<file path="config.mk">
export PLATFORM = sky130hd
export DESIGN_NAME = outbuf_cntl_flat
export DESIGN_NICKNAME = d
export VERILOG_FILES = /design/src/rtl/outbuf_cntl_pkg.sv /design/src/rtl/outbuf_cntl_if.sv /design/src/rtl/outbuf_line_pingpong.sv /design/src/rtl/outbuf_cntl.sv /design/src/flat_wrapper.sv
export SDC_FILE = /design/constraint.sdc
export NUM_CORES = 1
export LEC_CHECK = 0
export CORE_MARGIN = 10
export CORE_UTILIZATION = 50
export DETAILED_ROUTE_END_ITERATION = 12
export GPL_TIMING_DRIVEN = 0
export HOLD_SLACK_MARGIN = 0.05
export PLACE_DENSITY = 0.74
export SETUP_SLACK_MARGIN = 0.15
export SYNTH_ARGS = -nofsm -noshare
export SYNTH_HDL_FRONTEND = slang
export SYNTH_SLANG_ARGS = --single-unit
</file>
<file path="constraint.sdc">
create_clock -name clk -period 2 [get_ports clk]
set_input_delay 0.2 -clock clk [delete_from_list [all_inputs] [get_ports clk]]
set_output_delay 0.2 -clock clk [all_outputs]
set_load 0.01 [all_outputs]
</file>
<file path="src/rtl/outbuf_cntl_pkg.sv">
// outbuf_cntl_pkg: shared widths and FSM state type for the output buffer controller
package outbuf_cntl_pkg;
    localparam int PACKET_LENGTH = 8;
    localparam int W = 4;
    localparam int BEATS_PER_LINE = 4;
    localparam int OUTBUF_MEM_ADDR_W = 8;
    localparam int BEAT_W = W * PACKET_LENGTH;
    localparam int OUTBUF_MEM_DATA_W = BEATS_PER_LINE * BEAT_W;
    localparam int CNT_W = $clog2(BEATS_PER_LINE);
    typedef enum logic [1:0] {IDLE, RUN, DRAIN, DONE} outbuf_state_t;
endpackage

</file>
<file path="src/rtl/outbuf_cntl_if.sv">
// outbuf_cntl_if: controller, engine and memory-write signals of the output buffer controller
interface outbuf_cntl_if;
    import outbuf_cntl_pkg::*;
    logic                          eng_rstn;
    logic                          cntrl_outbuf_start;
    logic [OUTBUF_MEM_ADDR_W-1:0]  cntrl_outbuf_base_addr;
    logic [BEAT_W-1:0]             eng_outbuf_din;
    logic                          eng_outbuf_din_val;
    logic                          eng_outbuf_last;
    logic                          outbuf_eng_ready;
    logic                          outbuf_mem_wr_req;
    logic [OUTBUF_MEM_ADDR_W-1:0]  outbuf_mem_wr_addr;
    logic [OUTBUF_MEM_DATA_W-1:0]  outbuf_mem_wr_data;
    logic                          outbuf_mem_wr_ack;
    logic [OUTBUF_MEM_ADDR_W:0]    outbuf_cntl_lines_written;
    logic                          outbuf_cntl_done;
    modport slave (
        input  eng_rstn, cntrl_outbuf_start, cntrl_outbuf_base_addr, eng_outbuf_din,
               eng_outbuf_din_val, eng_outbuf_last, outbuf_mem_wr_ack,
        output outbuf_eng_ready, outbuf_mem_wr_req, outbuf_mem_wr_addr, outbuf_mem_wr_data,
               outbuf_cntl_lines_written, outbuf_cntl_done
    );
    modport master (
        output eng_rstn, cntrl_outbuf_start, cntrl_outbuf_base_addr, eng_outbuf_din,
               eng_outbuf_din_val, eng_outbuf_last, outbuf_mem_wr_ack,
        input  outbuf_eng_ready, outbuf_mem_wr_req, outbuf_mem_wr_addr, outbuf_mem_wr_data,
               outbuf_cntl_lines_written, outbuf_cntl_done
    );
endinterface

</file>
<file path="src/rtl/outbuf_line_pingpong.sv">
// outbuf_line_pingpong: two-entry line buffer; beats fill one line while the other drains
module outbuf_line_pingpong
    import outbuf_cntl_pkg::*;
(
    input  logic                         clk,
    input  logic                         rstn,
    input  logic                         clear,
    input  logic [BEAT_W-1:0]            beat,
    input  logic                         val,
    input  logic                         last,
    output logic [OUTBUF_MEM_DATA_W-1:0] line,
    output logic                         full,
    output logic                         fill_full,
    output logic                         empty,
    input  logic                         free
);
    logic [OUTBUF_MEM_DATA_W-1:0] lines [2];
    logic [1:0]                   full_q;
    logic                         fill_ptr, drain_ptr;
    logic [CNT_W-1:0]             beat_cnt;
    logic                         line_done;
    assign line_done = val & (last | beat_cnt == CNT_W'(BEATS_PER_LINE - 1));
    // val only arrives for a non-full fill line and free only for a full drain line,
    // so both updates always target different entries
    always_ff @(posedge clk or negedge rstn) begin
        if (!rstn) begin
            lines <= '{default: '0};
            full_q <= '0;
            fill_ptr <= 1'b0;
            drain_ptr <= 1'b0;
            beat_cnt <= '0;
        end else if (clear) begin
            lines <= '{default: '0};
            full_q <= '0;
            fill_ptr <= 1'b0;
            drain_ptr <= 1'b0;
            beat_cnt <= '0;
        end else begin
            if (val) begin
                lines[fill_ptr][beat_cnt*BEAT_W +: BEAT_W] <= beat;
                beat_cnt <= line_done ? '0 : beat_cnt + 1'b1;
            end
            if (line_done) begin
                full_q[fill_ptr] <= 1'b1;
                fill_ptr <= ~fill_ptr;
            end
            if (free) begin
                full_q[drain_ptr] <= 1'b0;
                lines[drain_ptr] <= '0;
                drain_ptr <= ~drain_ptr;
            end
        end
    end
    assign line = lines[drain_ptr];
    assign full = full_q[drain_ptr];
    assign fill_full = full_q[fill_ptr];
    assign empty = ~|full_q;
endmodule

</file>
<file path="src/rtl/outbuf_cntl.sv">
// outbuf_cntl: packs engine beats into lines and writes them to consecutive output memory addresses
module outbuf_cntl
    import outbuf_cntl_pkg::*;
(
    input  logic          clk,
    input  logic          rstn,
    outbuf_cntl_if.slave  bus
);
    outbuf_state_t                state, next_state;
    logic [OUTBUF_MEM_ADDR_W-1:0] wr_ptr;
    logic [OUTBUF_MEM_ADDR_W:0]   lines_written;
    logic                         clear, accept, free, drain_full, fill_full, empty;
    assign clear = ~bus.eng_rstn;
    assign accept = bus.eng_outbuf_din_val & bus.outbuf_eng_ready;
    assign free = drain_full & bus.outbuf_mem_wr_ack;
    outbuf_line_pingpong u_pp (
        .clk(clk), .rstn(rstn), .clear(clear),
        .beat(bus.eng_outbuf_din), .val(accept), .last(bus.eng_outbuf_last),
        .line(bus.outbuf_mem_wr_data), .full(drain_full), .fill_full(fill_full),
        .empty(empty), .free(free)
    );
    always_ff @(posedge clk or negedge rstn) begin
        if (!rstn)
            state <= IDLE;
        else
            state <= clear ? IDLE : next_state;
    end
    always_comb begin
        next_state = state == IDLE  ? (bus.cntrl_outbuf_start ? RUN : IDLE) :
                     state == RUN   ? (accept & bus.eng_outbuf_last ? DRAIN : RUN) :
                     state == DRAIN ? (empty ? DONE : DRAIN) : IDLE;
    end
    always_comb begin
        bus.outbuf_eng_ready = state == RUN & ~fill_full;
        bus.outbuf_cntl_done = state == DONE;
    end
    always_ff @(posedge clk or negedge rstn) begin
        if (!rstn) begin
            wr_ptr <= '0;
            lines_written <= '0;
        end else if (clear) begin
            wr_ptr <= '0;
            lines_written <= '0;
        end else if (state == IDLE && bus.cntrl_outbuf_start) begin
            wr_ptr <= bus.cntrl_outbuf_base_addr;
            lines_written <= '0;
        end else if (free) begin
            wr_ptr <= wr_ptr + 1'b1;
            lines_written <= lines_written + 1'b1;
        end
    end
    assign bus.outbuf_mem_wr_req = drain_full;
    assign bus.outbuf_mem_wr_addr = wr_ptr;
    assign bus.outbuf_cntl_lines_written = lines_written;
endmodule

</file>
<file path="src/flat_wrapper.sv">
// flat-port wrapper written by rule: the top's interface ports become plain ports
module outbuf_cntl_flat import outbuf_cntl_pkg::*;
  (clk, rstn, bus_eng_rstn, bus_cntrl_outbuf_start, bus_cntrl_outbuf_base_addr, bus_eng_outbuf_din, bus_eng_outbuf_din_val, bus_eng_outbuf_last, bus_outbuf_mem_wr_ack, bus_outbuf_eng_ready, bus_outbuf_mem_wr_req, bus_outbuf_mem_wr_addr, bus_outbuf_mem_wr_data, bus_outbuf_cntl_lines_written, bus_outbuf_cntl_done);
  outbuf_cntl_if bus_i ();
  input  logic clk;
  input  logic rstn;
  input wire logic [$bits(bus_i.eng_rstn)-1:0] bus_eng_rstn;
  input wire logic [$bits(bus_i.cntrl_outbuf_start)-1:0] bus_cntrl_outbuf_start;
  input wire logic [$bits(bus_i.cntrl_outbuf_base_addr)-1:0] bus_cntrl_outbuf_base_addr;
  input wire logic [$bits(bus_i.eng_outbuf_din)-1:0] bus_eng_outbuf_din;
  input wire logic [$bits(bus_i.eng_outbuf_din_val)-1:0] bus_eng_outbuf_din_val;
  input wire logic [$bits(bus_i.eng_outbuf_last)-1:0] bus_eng_outbuf_last;
  input wire logic [$bits(bus_i.outbuf_mem_wr_ack)-1:0] bus_outbuf_mem_wr_ack;
  output wire logic [$bits(bus_i.outbuf_eng_ready)-1:0] bus_outbuf_eng_ready;
  output wire logic [$bits(bus_i.outbuf_mem_wr_req)-1:0] bus_outbuf_mem_wr_req;
  output wire logic [$bits(bus_i.outbuf_mem_wr_addr)-1:0] bus_outbuf_mem_wr_addr;
  output wire logic [$bits(bus_i.outbuf_mem_wr_data)-1:0] bus_outbuf_mem_wr_data;
  output wire logic [$bits(bus_i.outbuf_cntl_lines_written)-1:0] bus_outbuf_cntl_lines_written;
  output wire logic [$bits(bus_i.outbuf_cntl_done)-1:0] bus_outbuf_cntl_done;
  assign bus_i.eng_rstn = bus_eng_rstn;
  assign bus_i.cntrl_outbuf_start = bus_cntrl_outbuf_start;
  assign bus_i.cntrl_outbuf_base_addr = bus_cntrl_outbuf_base_addr;
  assign bus_i.eng_outbuf_din = bus_eng_outbuf_din;
  assign bus_i.eng_outbuf_din_val = bus_eng_outbuf_din_val;
  assign bus_i.eng_outbuf_last = bus_eng_outbuf_last;
  assign bus_i.outbuf_mem_wr_ack = bus_outbuf_mem_wr_ack;
  assign bus_outbuf_eng_ready = bus_i.outbuf_eng_ready;
  assign bus_outbuf_mem_wr_req = bus_i.outbuf_mem_wr_req;
  assign bus_outbuf_mem_wr_addr = bus_i.outbuf_mem_wr_addr;
  assign bus_outbuf_mem_wr_data = bus_i.outbuf_mem_wr_data;
  assign bus_outbuf_cntl_lines_written = bus_i.outbuf_cntl_lines_written;
  assign bus_outbuf_cntl_done = bus_i.outbuf_cntl_done;
  outbuf_cntl u_core (.clk(clk), .rstn(rstn), .bus(bus_i));
endmodule
</file>
==> impl_metrics.toml <==
[placed_design]
post_dp_cell_area_mm2 = 0.01557
gp_congestion = 0.8757
post-dp-hpwl_mm = 30.32
dp_cells = 1920
io_buffer_count = 162

[worst_setup_path]
cp.required_ns = 1.80
crit_top_cell = "buf_6"
crit_chain = "buf_6 -> clkbuf_16 -> clkbuf_16 -> buf_6 -> mux2_4 -> buf_6"
crit_arrival_ns = 2.02
criticalPathCategory = "reg2out"
slowest_stage = "dfrtp_1"
worst_setup_path_end_kind = "primary output"
start_kind = "flop"
path_max_fanout = 8
crit_buf_inv = 5
crit_path_max_incr_delay_ns = 0.37
crit_family = "buffers and inverters"

[route]
vias = 12900
drt_iter0_drc = 1394
route.detailed.drc = 0
wl_per_cell_um = 23.75
ant_nets = 0
drtPass1Iterations = 8
viasPerCell = 6.234
wl_mm = 49.15

[cts]
cts_tree = "done"
cts-root-buf = "clkbuf_16"
cts_htree_levels = 1
clockBufferDepth = 3
clk_latency_ns = 0.56
clk_pin_slew_ns = 0.07
cts_sinks = 281
cts-buffers-inserted = 29

[synthesis]
ys_seq_area_share_pct = 52.25
yosys_warnings = 0
netlist_area_mm2 = 0.01346
ys_async_sr_fraction_pct = 100.0
yosys-top-cells-area = "dfrtp_1 (52%), mux2_2 (11%), nand3_1 (8.7%)"
synth_top_area_share_pct = 52.25
synth_nets = 1475
yosysTopAreaCell = "dfrtp_1"
ys_seq_elements = 281
syn_area_per_cell_um2 = 9.470
ys_types = 39
synth_cells = 1421
synth_edf_count = 0
ys.flop_type = "dfrtp_1"

[floorplanning]
dieArea_mm2 = 0.03387
fp.coreArea_mm2 = 0.02628
initial_core_util_pct = 51.20
placementRows = 59
die_w_um = 184.1
fp.dieH_um = 184.1
num_io_pins = 195

[sta]
worst_pin_slew_ns = 0.7336
finalCritPeriodShare_pct = 110.9
min_period_ns = 2.218
rsz0062_at_grt = "yes"
fmax_mhz = 451.0
worst_slack_ns = -0.2175
setup_viol = 123
slew_violations = 0
finClkSkew_ns = 0.01113
hold_violations = 0
slew-limit-headroom_pct = 51.09

[layout]
multi_input_area_mm2 = 0.006437
fin_util_pct = 72.32
area.sequential_mm2 = 0.007034
fillers = 1762
area_growth_pct = 41.24
design_area_mm2 = 0.01901
drive_above_1_share_pct = 33.81
nNetsFinal = 1765
stdcell_count = 2069

[global_route]
grt_max_degree = 105
grt_util_met3_pct = 6.344
grt_overflow = 0
antenna_found_initial = 0
track_usage_pct = 26.40
grt_first_pass_wirelength_mm = 71.50
grt.busiest_layer = "met2"
use_met2_pct = 42.72
met1_usage_pct = 34.00
grt_pass1_vias = 12460

[power_and_ir_drop]
power_leakage_nw = 8.344
max-vdd-ir-drop_mv = 0.5163
power.density_mw_per_mm2 = 669.4

[status]
status = "complete, but fails checks"
failed_checks = "negative setup slack"

[worst_hold_path]
hold_class = "in2reg"

[flow_run]
cap_violations = 0
-- cells in the mapped netlist, types with 4 or more instances --
library cell / count
nand4_1: 4
xor2_1: 4
clkbuf_2: 9
a21oi_1: 234
xnor2_1: 12
and3_1: 9
inv_1: 6
nand2_1: 235
nand3_1: 235
buf_1: 12
dfrtp_1: 281
nor3b_1: 5
o21ai_0: 6
nor3_1: 4
buf_2: 54
mux2_2: 128
a22oi_1: 16
a22o_1: 20
nor2_1: 35
clkbuf_1: 77
ha_1: 7
-- state kept, by name, summed over array words and instances, names as in the netlist --
signal	flops
u_core.u_pp.beat_cnt	2
u_core.u_pp.drain_ptr	1
u_core.bus.outbuf_cntl_lines_written	9
u_core.u_pp.full_q	2
u_core.bus.outbuf_mem_wr_addr	8
u_core.u_pp.lines	256
u_core.state	2
u_core.u_pp.fill_ptr	1
-- power by group --
group	switching (W)	internal, W
sequential	0.0000493	0.00574
clock	0.00236	0.00326
combinational	0.000780	0.000529
-- tightest hold or removal path, delay by kind of cell --
| kind | cells | cell delay (ns) |
|---|---|---|
| and+or+nand+nor | 1 | 0.13 |
| buffers and inverters | 1 | 0.21 |
| AOI/OAI and AO/OA | 1 | 0.06 |
-- cells by family after synthesis --
family	synth area share, %
compound gates	11.35
buf+inv	5.188
fa+ha+maj	0.6508
flops	52.25
simple gates	18.54
xor+xnor	1.041
mux	10.97
-- cell type report --
class | count | share of cell area [%]
antenna | 1 | 0.01317
timing repair buffer | 259 | 14.78
clock inverter | 12 | 0.7110
tap | 335 | 2.205
inverter | 6 | 0.1448
sequential | 281 | 37.01
buffer | 155 | 6.893
multi-input combinational | 979 | 33.87
clock buffer | 41 | 4.371
-- metrics by stage --
stage	TNS [ns]	hold slack, ns	total power (W)	setup slack (ns)
2_1_floorplan	0	-0.09559	0.006357	0.08288
3_3_place_gp	-3383.71	0.4801	0.006833	-11.48
3_5_place_dp	-169.94	0.2411	0.006847	-0.7743
4_1_cts	-19.31	0.06423	0.01247	-0.2474
5_1_grt	-19.57	0.1247	0.01301	-0.2152
6_report	-18.63	0.07270	0.01272	-0.2175
-- cells in the final DEF, fill, tap and decap left out, types with 30 or more instances in the layout --
cell type	synthesis	final
mux2_4	1	100
clkbuf_1	77	31
buf_2	54	42
nor2_1	35	33
nand2_1	235	233
a21oi_1	234	214
dfrtp_1	281	279
buf_4	2	65
buf_6	1	162
clkbuf_16	0	38
clkdlybuf4s50_1	0	30
nand3_1	235	227
-- timing repair --
action | 4_1_cts | 5_1_grt
buffers inserted | 30 | 44
resized for setup | 720 | 429
setup endpoints to repair | 389 | 388
pin swaps | 3 | 23
hold endpoints to repair | 149 | 0
gates cloned | 6 | 4
hold buffers | 11 | 0
-- final timing paths --
path	from	end	slack (ns)	depth (start not counted)
max	u_core.u_pp.drain_ptr	bus_outbuf_mem_wr_data[96]	-0.22	6
min	bus_eng_outbuf_din[28]	u_core.u_pp.lines[60]	0.07	3
max reg2reg	u_core.u_pp.beat_cnt[0]	u_core.u_pp.lines[220]	0.07	7
min reg2reg	u_core.u_pp.lines[16]	u_core.u_pp.lines[16]	0.51	1
max in group asynchronous	rstn	u_core.u_pp.lines[178]	0.80	3
min in group asynchronous	rstn	u_core.u_pp.lines[71]	0.22	2
-- routing by layer --
metal	vias up	part of all wire, %	wire length, µm
li1	5486	-	-
met1	6401	38	18480
met2	846	48	23380
met3	166	10	5160
met4	0	4.3	2127
met5	-	0	0
Note: power is estimated with default switching activity, not from simulation.
